==> config.mk <==
export PLATFORM = sky130hd
export DESIGN_NAME = time_set_ctrl
export DESIGN_NICKNAME = d
export VERILOG_FILES = /design/src/rtl/time_set_pkg.sv /design/src/rtl/time_set_ctrl_bcd_pair_to_bin.sv /design/src/rtl/time_set_ctrl.sv
export SDC_FILE = /design/constraint.sdc
export NUM_CORES = 1
export LEC_CHECK = 0
export BUFFER_PORTS_ARGS = -buffer_cell sky130_fd_sc_hd__buf_2
export CORE_UTILIZATION = 30
export CTS_CLUSTER_SIZE = 28
export DETAILED_ROUTE_END_ITERATION = 8
export GPL_TIMING_DRIVEN = 0
export PLACE_DENSITY = 0.6
export SYNTH_ARGS = -nofsm -noshare
export SYNTH_HDL_FRONTEND = slang
export SYNTH_HIERARCHICAL = 1
export SYNTH_SLANG_ARGS = --single-unit
export TNS_END_PERCENT = 10
==> constraint.sdc <==
create_clock -name clk -period 3.05 [get_ports clk]
set_clock_uncertainty 0.05 [all_clocks]
set_input_delay 0.61 -clock clk [delete_from_list [all_inputs] [get_ports clk]]
set_output_delay 0.61 -clock clk [all_outputs]
set_load 0.03 [all_outputs]
==> src/rtl/time_set_pkg.sv <==
// Shared types, field widths and digit range limits for the time-entry controller.
package time_set_pkg;

    typedef enum logic [1:0] {
        ST_IDLE  = 2'd0,
        ST_ENTRY = 2'd1,
        ST_LOAD  = 2'd2
    } state_e;

    typedef enum logic [2:0] {
        POS_H10 = 3'd0,
        POS_H1  = 3'd1,
        POS_M10 = 3'd2,
        POS_M1  = 3'd3,
        POS_S10 = 3'd4,
        POS_S1  = 3'd5
    } pos_e;

    localparam int HOUR_W     = 5;
    localparam int MIN_W      = 6;
    localparam int SEC_W      = 6;
    localparam int TIME_W     = 17;

    localparam int HOUR_MAX   = 23;
    localparam int MINSEC_MAX = 59;
    localparam int H10_MAX    = 2;
    localparam int MS10_MAX   = 5;

    // Every limit is at most 9, so codes 10..15 fail the comparison at any position.
    function automatic logic digit_ok(input pos_e pos, input logic [3:0] d, input logic [3:0] h10);
        logic [3:0] lim;
        case (pos)
            POS_H10:          lim = 4'(H10_MAX);
            POS_H1:           lim = (h10 == 4'(H10_MAX)) ? 4'(HOUR_MAX % 10) : 4'd9;
            POS_M10, POS_S10: lim = 4'(MS10_MAX);
            default:          lim = 4'd9;
        endcase
        return (d <= lim);
    endfunction

endpackage

==> src/rtl/time_set_ctrl_bcd_pair_to_bin.sv <==
// Combinational tens/ones BCD digit pair to binary conversion, sized to the output field.
module bcd_pair_to_bin #(
    parameter int OUT_W = 6
) (
    input  logic [3:0]       tens_i,
    input  logic [3:0]       ones_i,
    output logic [OUT_W-1:0] bin_o
);

    logic [OUT_W-1:0] tens_w;
    logic [OUT_W-1:0] ones_w;

    assign tens_w = OUT_W'(tens_i);
    assign ones_w = OUT_W'(ones_i);
    assign bin_o  = (tens_w << 3) + (tens_w << 1) + ones_w;

endmodule

==> src/rtl/time_set_ctrl.sv <==
// Six-digit HH MM SS entry controller driving the clock core load interface.
// Optional inactivity timeout in ENTRY is enabled by defining TIME_SET_TIMEOUT_EN.
module time_set_ctrl
    import time_set_pkg::*;
#(
    parameter int OW_CYCLES      = 4,
    parameter int TIMEOUT_CYCLES = 1000000
) (
    input  logic              clk,
    input  logic              rst_n,
    input  logic              digit_valid,
    input  logic [3:0]        digit,
    output logic              digit_ready,
    input  logic              cancel,
    output logic [2:0]        digit_idx,
    output logic              entry_active,
    output logic              digit_err,
    output logic              abort,
    output logic [TIME_W-1:0] time_in,
    output logic              time_ow
);

    state_e            state_q, state_d;
    logic [2:0]        idx_q;
    logic [3:0]        h10_q, h1_q, m10_q, m1_q, s10_q;
    logic [TIME_W-1:0] time_q;
    logic [7:0]        ow_cnt_q;
    logic              err_q, abort_q;

    logic              xfer, cancel_hit, tmo_hit, dig_ok, accept, reject, ow_last, last_digit;
    logic [HOUR_W-1:0] hour_bin;
    logic [MIN_W-1:0]  min_bin;
    logic [SEC_W-1:0]  sec_bin;

    assign xfer       = digit_valid && (state_q != ST_LOAD);
    assign cancel_hit = cancel && (state_q == ST_ENTRY);
    assign dig_ok     = digit_ok(pos_e'(idx_q), digit, h10_q);
    assign accept     = xfer && !cancel_hit && !tmo_hit && dig_ok;
    assign reject     = xfer && !cancel_hit && !tmo_hit && !dig_ok;
    assign last_digit = (idx_q == 3'(POS_S1));
    assign ow_last    = (ow_cnt_q == 8'(OW_CYCLES - 1));

`ifdef TIME_SET_TIMEOUT_EN
    localparam logic [31:0] TMO_LAST = 32'(TIMEOUT_CYCLES - 1);
    logic [31:0] tmo_cnt_q;

    assign tmo_hit = (state_q == ST_ENTRY) && (tmo_cnt_q == TMO_LAST);

    // Any offered digit, accepted or not, counts as activity.
    always_ff @(posedge clk or negedge rst_n) begin
        if (!rst_n)
            tmo_cnt_q <= '0;
        else if ((state_q != ST_ENTRY) || digit_valid || tmo_hit)
            tmo_cnt_q <= '0;
        else
            tmo_cnt_q <= tmo_cnt_q + 32'd1;
    end
`else
    assign tmo_hit = 1'b0;
`endif

    // The seconds ones digit is never stored; it feeds the converter on its accept edge.
    bcd_pair_to_bin #(.OUT_W(HOUR_W)) u_hour (.tens_i(h10_q), .ones_i(h1_q),  .bin_o(hour_bin));
    bcd_pair_to_bin #(.OUT_W(MIN_W))  u_min  (.tens_i(m10_q), .ones_i(m1_q),  .bin_o(min_bin));
    bcd_pair_to_bin #(.OUT_W(SEC_W))  u_sec  (.tens_i(s10_q), .ones_i(digit), .bin_o(sec_bin));

    always_ff @(posedge clk or negedge rst_n) begin
        if (!rst_n)
            state_q <= ST_IDLE;
        else
            state_q <= state_d;
    end

    always_comb begin
        state_d = state_q;
        case (state_q)
            ST_IDLE:  if (accept) state_d = ST_ENTRY;
            ST_ENTRY: begin
                if (cancel_hit || tmo_hit)
                    state_d = ST_IDLE;
                else if (accept && last_digit)
                    state_d = ST_LOAD;
            end
            ST_LOAD:  if (ow_last) state_d = ST_IDLE;
            default:  state_d = ST_IDLE;
        endcase
    end

    always_comb begin
        digit_ready  = (state_q != ST_LOAD);
        entry_active = (state_q != ST_IDLE);
        time_ow      = (state_q == ST_LOAD);
    end

    always_ff @(posedge clk or negedge rst_n) begin
        if (!rst_n) begin
            idx_q    <= '0;
            h10_q    <= '0;
            h1_q     <= '0;
            m10_q    <= '0;
            m1_q     <= '0;
            s10_q    <= '0;
            time_q   <= '0;
            ow_cnt_q <= '0;
            err_q    <= 1'b0;
            abort_q  <= 1'b0;
        end else begin
            err_q    <= reject;
            abort_q  <= cancel_hit || tmo_hit;
            ow_cnt_q <= (state_q == ST_LOAD) ? ow_cnt_q + 8'd1 : 8'd0;
            if (((state_q == ST_LOAD) && ow_last) || cancel_hit || tmo_hit)
                idx_q <= '0;
            else if (accept && !last_digit)
                idx_q <= idx_q + 3'd1;
            if (accept) begin
                case (pos_e'(idx_q))
                    POS_H10: h10_q <= digit;
                    POS_H1:  h1_q  <= digit;
                    POS_M10: m10_q <= digit;
                    POS_M1:  m1_q  <= digit;
                    POS_S10: s10_q <= digit;
                    default: time_q <= {hour_bin, min_bin, sec_bin};
                endcase
            end
        end
    end

    assign digit_idx = idx_q;
    assign digit_err = err_q;
    assign abort     = abort_q;
    assign time_in   = time_q;

endmodule
; Word-level counts from Yosys, hierarchy flattened
; Index checks and enable logic that the tools add are counted.
[word_totals]
regBits = 52
output_inout_bits = 25
[op_classes]
n_addsub = 8
magnitude_cmp = 1
eq_ne = 13
mux = 10
bitwise_logic = 1
n_reduce_logical = 25
[op_table]
columns = cell, count
row1 = $add 6x4->6, 2
row2 = $add 6x5->6, 2
row3 = $pmux 4 s3, 1
row4 = $reduce_and 2->1, 6
row5 = $add 8x1->8 const B, 1
row6 = $eq 8x2->1 const B, 1
row7 = $logic_and 1x1->1, 8
row8 = $mux 2, 4
row9 = $mux 8, 1
row10 = $eq 3x2->1 const B, 2
row11 = $eq 3x3->1 const B, 2
row12 = $mux 3, 2
row13 = $pmux 2 s3, 1
row14 = $add 5x4->5, 1
row15 = $add 5x5->5, 1
row16 = $reduce_or 5->1, 1
row17 = $eq 4x2->1 const B, 1
row18 = $le 4x4->1, 1
row19 = $mux 4, 1
row20 = $ne 2x2->1 const B, 2
row21 = $reduce_bool 2->1, 2
row22 = $add 3x1->3 const B, 1
row23 = $eq 3x1->1 const B, 1
row24 = $logic_not 1->1, 3
row25 = other kinds (10), 10

; Depth between registers and ports, before layout
; Gate-level depths: netlist of run 1.
[depth]
depth_word = 9
mapped_depth = 11
depth_no_buf = 10

; By module
; Netlist of run 1, hierarchy kept.
[modules_own_cells]
columns = mod, n_inst, cells_per_inst, area_per_inst_um2, seq_area_each_um2
row1 = time_set_ctrl, 1, 179, 2344.7, 1301.2
row2 = bcd_pair_to_bin at u_min ..., 2, 22, 195.2, 0.0
row3 = bcd_pair_to_bin at u_hour, 1, 9, 111.4, 0.0

; Worst setup path before layout of run 1
; No wires, ideal clock.
[synth_timing]
path_kind = register to register
from = register idx_q[1] (netlist: digit_idx[1])
to = register time_q[0] (netlist: time_in[0])
setup_ns = 0.127
arrival_time_ns = 3.176
path_slack_ns = -0.303
path_stages_with_launch = 12
period_less_slack_ns = 3.353
cell_sequence = dfrtp_1 > inv_1 > ha_1 > nor2_1 > nor2_1 > o22a_1 > ha_1 > nand4_1 > a2111o_1 > nor3_4 > buf_6 > mux2_1
[synth_between]
elab_chain_len = 6
[synth_lines]
columns = item, line_no
row1 = "start, declared", time_set_ctrl.sv:24  ; logic [2:0] idx_q;
row2 = "start signal, assigned", time_set_ctrl.sv:114  ; idx_q <= idx_q + 3'd1;
row3 = $eq 3x3->1 or $eq 3x2->1 (tied branches), "time_set_pkg.sv:32, time_set_ctrl.sv:116"
row4 = $reduce_or 2->1, time_set_pkg.sv:32  ; case (pos)
row5 = $pmux 4 s3, time_set_pkg.sv:32
row6 = $le 4x4->1, time_set_pkg.sv:38  ; return (d <= lim);
row7 = $logic_and 1x1->1, time_set_ctrl.sv:38  ; assign accept = xfer && !cancel_hit && !tmo_hit && dig_ok;
row8 = $reduce_and 2->1 (no source line) *, n/a
row9 = "end signal, assigned", time_set_ctrl.sv:122  ; default: time_q <= {hour_bin, min_bin, sec_bin};
row10 = "end, declared", time_set_ctrl.sv:26  ; logic [TIME_W-1:0] time_q;
; Every way passes the cells marked *; elsewhere a longest branch is shown, timed or not.
; A chain may end at the register's enable or synchronous reset.

; Final worst setup path of run 1
[layout_timing]
from = register idx_q[0] (netlist: digit_idx[0])
to = register h1_q[0]
[layout_between]
elab_chain_len = 6
[layout_lines]
columns = item, line_no
row1 = $eq 3x3->1 or $eq 3x2->1 (tied branches), time_set_pkg.sv:32
row2 = $reduce_or 2->1, time_set_pkg.sv:32
row3 = $pmux 4 s3, time_set_pkg.sv:32
row4 = $le 4x4->1, time_set_pkg.sv:38
row5 = $logic_and 1x1->1, time_set_ctrl.sv:38
row6 = $reduce_and 2->1 (no source line) *, n/a
row7 = "end signal, assigned", time_set_ctrl.sv:118  ; POS_H1: h1_q <= digit;
row8 = "end, declared", time_set_ctrl.sv:25  ; logic [3:0] h10_q, h1_q, m10_q, m1_q, s10_q;
; Marked as above.

==> results.toml, run 1 <==
[outcome]
status = "completed"

[die]
rows = 35
core_mm2 = 0.00920
dieHeight_um = 99.4
num_io_pins = 33
die_w_um = 99.4
die_area_mm2 = 0.00988
start_util_pct = 31.0

[routing]
drtIter0Drc = 40
drt_wl_total_mm = 5.61
drt_pass1_iterations = 4
num_vias = 1869
postRouteAntennaNets = 0
wl_per_cell_um = 14.0
avgViaCountPerCell = 4.67
route.detailed.drc = 0

[clock_tree]
cts_made_buffers = 5
cts_max_level = 2
cts_tree = "yes"
cts_root_buffer = "clkbuf_8"
clock_latency_ns = 0.31
clkSinkCount = 52
ctsHoldBuffers = 0
clk_pin_slew_ns = 0.10
clockBufferDepth = 2

[placed_design]
dp_hpwl_mm = 3.76
io_buffer_count = 32
place_congestion = 0.766

[power_and_ir_drop]
p_sw_share_pct = 41.7
power.density_mw_per_mm2 = 1110
share_comb_of_total_power_pct = 59.2
internal_power_w = 0.00227
p_switching_w = 0.00162
leakagePower_nw = 1.68
p_clk_share_pct = 10.4
pwr-share-seq_pct = 30.4
ir_drop_v = 0.000364

[setup_path]
critical_path_peak_fanout = 5
arrival_ns = 3.15
required_ns = 3.21
critPathKind = "reg2reg"
cpMostUsedCell = "ha_4"
rrSetupSlack_ns = 0.05
end_kind = "flop"
rr_worst_depth = 10
cpMaxStageDelayCell = "a2111o_1"
r2r-start = "digit_idx[0]$_DFFE_PN0P_"
crit_chain = "ha_4, nor2_4, nor2_1, o22a_1, ha_4, a21o_1, a2111o_1, buf_4, nor3_2, mux2_2"
start_kind = "flop"
crit_path_max_incr_delay_ns = 0.50
worstReg2RegEnd = "h1_q[0]$_DFFE_PN0P_"

[synthesis]
synthTopCellsByArea = "dfrtp_1 46%, ha_1 11%, mux2_2 11%"
netlist_area_mm2 = 0.00285
ys_types = 42
synth_top_flop_cell = "dfrtp_1"
synth_edf_count = 0
synth_top_area_share_pct = 45.7
yosys.area.top_type = "dfrtp_1"
yosys_register_bits = 52
yosysSeqAreaShare_pct = 45.7
synth_nets = 271
syn-mean-instance-area_um2 = 12.3
syn_inst = 232
yosysWarnings = 6
synthArstFlopShare_pct = 100

[grt]
grt_max_degree = 53
antenna_found_initial = 0
grt_overflow_total = 0
grt_pass1_wl_mm = 9.54
grt_usage_pct = 12.4
grt_pass1_vias = 1903

[min_path]
hp-start = "ow_cnt_q[0]$_DFF_PN0_"
whs_endpoint = "ow_cnt_q[0]$_DFF_PN0_"
holdPathStages = 1
hold_path_class = "reg2reg"

[final_layout]
fill_cells = 901
diodes = 0
area_growth_pct = 23.4
drive_above_1_share_pct = 39.4
nets = 327

[timing]
finalSetupViolCount = 0
rsz0062_at_grt = "yes"
slew_headroom_pct = 21.1
hold_viol_final = 0
holdWs_ns = 0.407
maxSlewViolCount = 0
post-route-min-period_ns = 3.00
fin_setup_tns_ns = 0
clock.fmax_mhz = 333
finalCritPeriodShare_pct = 98.3
worst-slew-pin-transition_ns = 1.18

[job]
cap_viol_max_count = 0
[final cells by class]
cell class | instances | area, um^2 | area share [%]
Sequential cell | 52 | 1310 | 37.1
Timing Repair Buffer | 50 | 335 | 9.54
Tap cell | 111 | 139 | 3.95
Clock buffer | 5 | 68.8 | 1.96
Inverter | 23 | 91.3 | 2.60
Clock inverter | 3 | 21.3 | 0.605
Buffer | 5 | 33.8 | 0.962
Multi-Input combinational cell | 151 | 1520 | 43.2
[synthesized netlist by cell type, drive strengths merged (3+ instances only)]
| master | n |
|---|---|
| nand3 | 6 |
| buf | 5 |
| nor3 | 6 |
| and3 | 3 |
| ha | 25 |
| xor2 | 7 |
| mux2 | 37 |
| nand2 | 10 |
| nor2 | 10 |
| o22ai | 3 |
| a21o | 4 |
| xnor2 | 8 |
| inv | 23 |
| dfrtp | 52 |
| fa | 6 |
[power groups by stage]
| stage | Combinational [W] | Clock (W) | Sequential, W |
|---|---|---|---|
| finish | 0.00230 | 0.000403 | 0.00118 |
| global route | 0.00255 | 0.000444 | 0.00123 |
| CTS | 0.00211 | 0.000417 | 0.00118 |
| detailed placement | 0.00200 | 0 | 0.00119 |
| global placement | 0.00196 | 0 | 0.00118 |
| floorplan | 0.00130 | 0 | 0.00142 |
[sequential cells by signal, summed over array words and instances, names as in the netlist]
name       flops
h10_q          4
h1_q           4
digit_idx      3
digit_err      1
s10_q          4
abort          1
m1_q           4
ow_cnt_q       8
time_in       17
m10_q          4
state_q        2
[critical path, delay by kind of cell (launching register included)]
family	cells	cell delay, ns
compound gates	3	0.89
flops	1	0.48
simple gates	3	0.48
fa+ha+maj	2	0.45
mux	1	0.38
buf+inv	1	0.17
[routing by layer]
metal | global-route usage [%] | part of all wire [%]
met1 | 16.9 | 50
met2 | 19.9 | 46
met3 | 2.39 | 3.3
met4 | 4.07 | 1.3
met5 | 0 | 0
[kinds of logic after synthesis]
kind of cell	synth area share [%]
flip-flops	45.7
AND/OR/NAND/NOR	8.97
buffers and inverters	4.62
AO/OA/AOI/OAI	5.54
XOR/XNOR	4.62
adder cells (fa/ha/maj)	15.2
multiplexers	15.3
[metrics by stage]
stage	power, W	utilization (%)	setup WS, ns	instances	instance area, um^2
4_1_cts	0.00371	36.6	0.00144	392	3360
2_1_floorplan	0.00272	-	-0.00663	232	2880
5_1_grt	0.00422	38.2	-0.0604	400	3510
3_5_place_dp	0.00318	34.6	-0.397	375	3180
3_3_place_gp	0.00314	34.6	-0.365	375	3180
6_report	0.00389	38.2	0.0511	400	3510
[what timing repair did]
item,4_1_cts,5_1_grt
buffers inserted,8,10
gates cloned,1,0
endpoints found under the setup margin,37,37
gates resized for setup,5,21
pin swaps,4,5
[layout by cell type, fill, tap and decap left out, drive strengths merged, types with 2 or more instances in the layout]
cell     n
ha      25
o22ai    3
clkbuf   6
nand3    6
mux2i    2
fa       6
xnor2    8
nand2   10
and3     3
xor2     7
buf     54
and4     2
a21oi    2
nor3     6
a21o     4
nor2    10
mux2    37
dfrtp   52
inv     24
nor4b    2
[how the worst max path moves through the flow]
stage	startpoint	to	slack [ns]	cells after the start
after floorplan	digit_idx[1]$_DFFE_PN0P_	time_in[0]$_DFFE_PN0P_	-0.007	11
after global placement	h10_q[0]$_DFFE_PN0P_	time_in[13]$_DFFE_PN0P_	-0.37	9
after detailed placement	h10_q[0]$_DFFE_PN0P_	time_in[16]$_DFFE_PN0P_	-0.40	9
after CTS	digit_idx[1]$_DFFE_PN0P_	time_in[3]$_DFFE_PN0P_	0.001	12
after global routing	digit_idx[1]$_DFFE_PN0P_	h1_q[0]$_DFFE_PN0P_	-0.06	11
final	digit_idx[0]$_DFFE_PN0P_	h1_q[0]$_DFFE_PN0P_	0.05	10
(Power assumes the default switching activity.)
==> run 2: changes to the inputs <==
--- a/config.mk
+++ b/config.mk
@@ -7,4 +7,5 @@
 export LEC_CHECK = 0
 export BUFFER_PORTS_ARGS = -buffer_cell sky130_fd_sc_hd__buf_2
+export CORE_MARGIN = 4
 export CORE_UTILIZATION = 30
 export CTS_CLUSTER_SIZE = 28
--- a/constraint.sdc
+++ b/constraint.sdc
@@ -3,3 +3,3 @@
 set_input_delay 0.61 -clock clk [delete_from_list [all_inputs] [get_ports clk]]
 set_output_delay 0.61 -clock clk [all_outputs]
-set_load 0.03 [all_outputs]
+set_load 0.1 [all_outputs]
==> results.toml, run 2 (synthesized netlist as in run 1, its figures left out) <==
[outcome]
status = "complete, but fails checks"
failed_checks = "negative setup slack"

[die]
die_w_um = 105
die_area_mm2 = 0.0111
rows = 35
dieHeight_um = 105
core_mm2 = 0.00924
num_io_pins = 33
start_util_pct = 30.8

[grt]
grt_pass1_wl_mm = 9.78
grt_overflow_total = 0
antenna_found_initial = 0
grt_max_degree = 53
grt_pass1_vias = 2050
grt_usage_pct = 10.8

[final_layout]
diodes = 0
layout_commonest_cell = "dfrtp_1"
area_growth_pct = 24.7
finalInstanceArea_mm2 = 0.00355
drive_above_1_share_pct = 40.6
nets = 325
largest_register_ffs = 17
final_cell_mix = "49 x dfrtp_1, 32 x buf_2, 21 x mux2_2, 21 x ha_1, 20 x inv_1"
final_core_util_pct = 38.4

[placed_design]
place_congestion = 0.737
dp_hpwl_mm = 3.93
placed_area_mm2 = 0.00322
io_buffer_count = 32

[routing]
drtIter0Drc = 70
postRouteAntennaNets = 0
wl_per_cell_um = 13.9
avgViaCountPerCell = 4.57
drt_pass1_iterations = 4
num_vias = 1895
drt_wl_total_mm = 5.75
route.detailed.drc = 0

[clock_tree]
cts_max_level = 2
cts_root_buffer = "clkbuf_8"
ctsHoldBuffers = 0
clockBufferDepth = 2
clkSinkCount = 52
cts_tree = "yes"
clock_latency_ns = 0.30
cts_made_buffers = 5
clk_pin_slew_ns = 0.09

[setup_path]
critical_path_peak_fanout = 5
rr_worst_depth = 11
critPathKind = "reg2reg"
required_ns = 3.19
arrival_ns = 3.21
rrSetupSlack_ns = -0.02
end_kind = "flop"
r2r-start = "digit_idx[1]$_DFFE_PN0P_"
start_kind = "flop"
worstReg2RegEnd = "time_in[16]$_DFFE_PN0P_"

[timing]
hold_viol_final = 0
rsz0062_at_grt = "yes"
post-route-min-period_ns = 3.07
setup_slack_ns = -0.0199
clock.fmax_mhz = 326
finalCritPeriodShare_pct = 101
slew_headroom_pct = 22.4
holdWs_ns = 0.434
finalSetupViolCount = 11
maxSlewViolCount = 0
worst-slew-pin-transition_ns = 1.16

[min_path]
hp-start = "ow_cnt_q[0]$_DFF_PN0_"
whs_endpoint = "ow_cnt_q[0]$_DFF_PN0_"
holdPathStages = 1
hold_path_class = "reg2reg"

[job]
cap_viol_max_count = 0
run 2: cell count changes in the layout (fill, tap and decap cells not counted), moves of 2 or more:
cell and change:
buf_12 -2, mux2_2 -6, dfrtp_2 -2, dfrtp_4 +2
mux2_1 -4, mux2_4 +10
run 2: worst max-delay path, cell delays in order (launching register included):
cell,delay [ns]
dfrtp_4,0.52
inv_4,0.09
ha_4,0.18
nand2_4,0.06
o22a_1,0.23
ha_4,0.24
a21o_1,0.22
a2111o_1,0.52
nor3_4,0.24
buf_4,0.16
buf_6,0.13
mux2_1,0.32
run 2: through the flow:
step                      instances  setup TNS (ns)  setup slack [ns]
after floorplan                 232           -2.09            -0.163
after global placement          393           -6.88            -0.347
after detailed placement        393           -8.54            -0.392
after CTS                       411               0         0.0000802
after global routing            415           -2.12            -0.125
final                           415          -0.103           -0.0199
run 2: layout make-up:
cell class	instances	area, um^2
timing repair buffer	47	284
tap	129	161
clock buffer	5	68.8
fill	932	5690
multi-input combinational	151	1570
sequential	52	1310
inverter	23	91.3
clock inverter	2	12.5
buffer	6	48.8
run 2: worst max path at each step:
stage                     cells past startpoint                startpoint                      end
after global routing                         11  digit_idx[1]$_DFFE_PN0P_  time_in[13]$_DFFE_PN0P_
after global placement                        9      h10_q[0]$_DFFE_PN0P_  time_in[13]$_DFFE_PN0P_
after floorplan                              11  digit_idx[1]$_DFFE_PN0P_   time_in[0]$_DFFE_PN0P_
final                                        11  digit_idx[1]$_DFFE_PN0P_  time_in[16]$_DFFE_PN0P_
after CTS                                    11  digit_idx[1]$_DFFE_PN0P_   time_in[1]$_DFFE_PN0P_
after detailed placement                      9      h10_q[0]$_DFFE_PN0P_  time_in[14]$_DFFE_PN0P_
run 2: what timing repair did:
| item | 4_1_cts | 5_1_grt |
|---|---|---|
| setup buffers | 10 | 4 |
| setup endpoints to repair | 37 | 37 |
| cloned | 1 | 0 |
| resized for setup | 6 | 28 |
| pin swaps | 3 | 7 |
run 2: layer usage:
layer  track usage, %  wire length, um  vias up
met3             2.33              214        6
met5                0                0        -
met1             13.5             2590      947
met4             3.37               87        0
met2             18.4             2870       33
li1                 -                -      909
Power of run 2 is left out: the tool's default activity adds up to more than one toggle a clock period on the data nets, which glitch-free logic cannot reach.
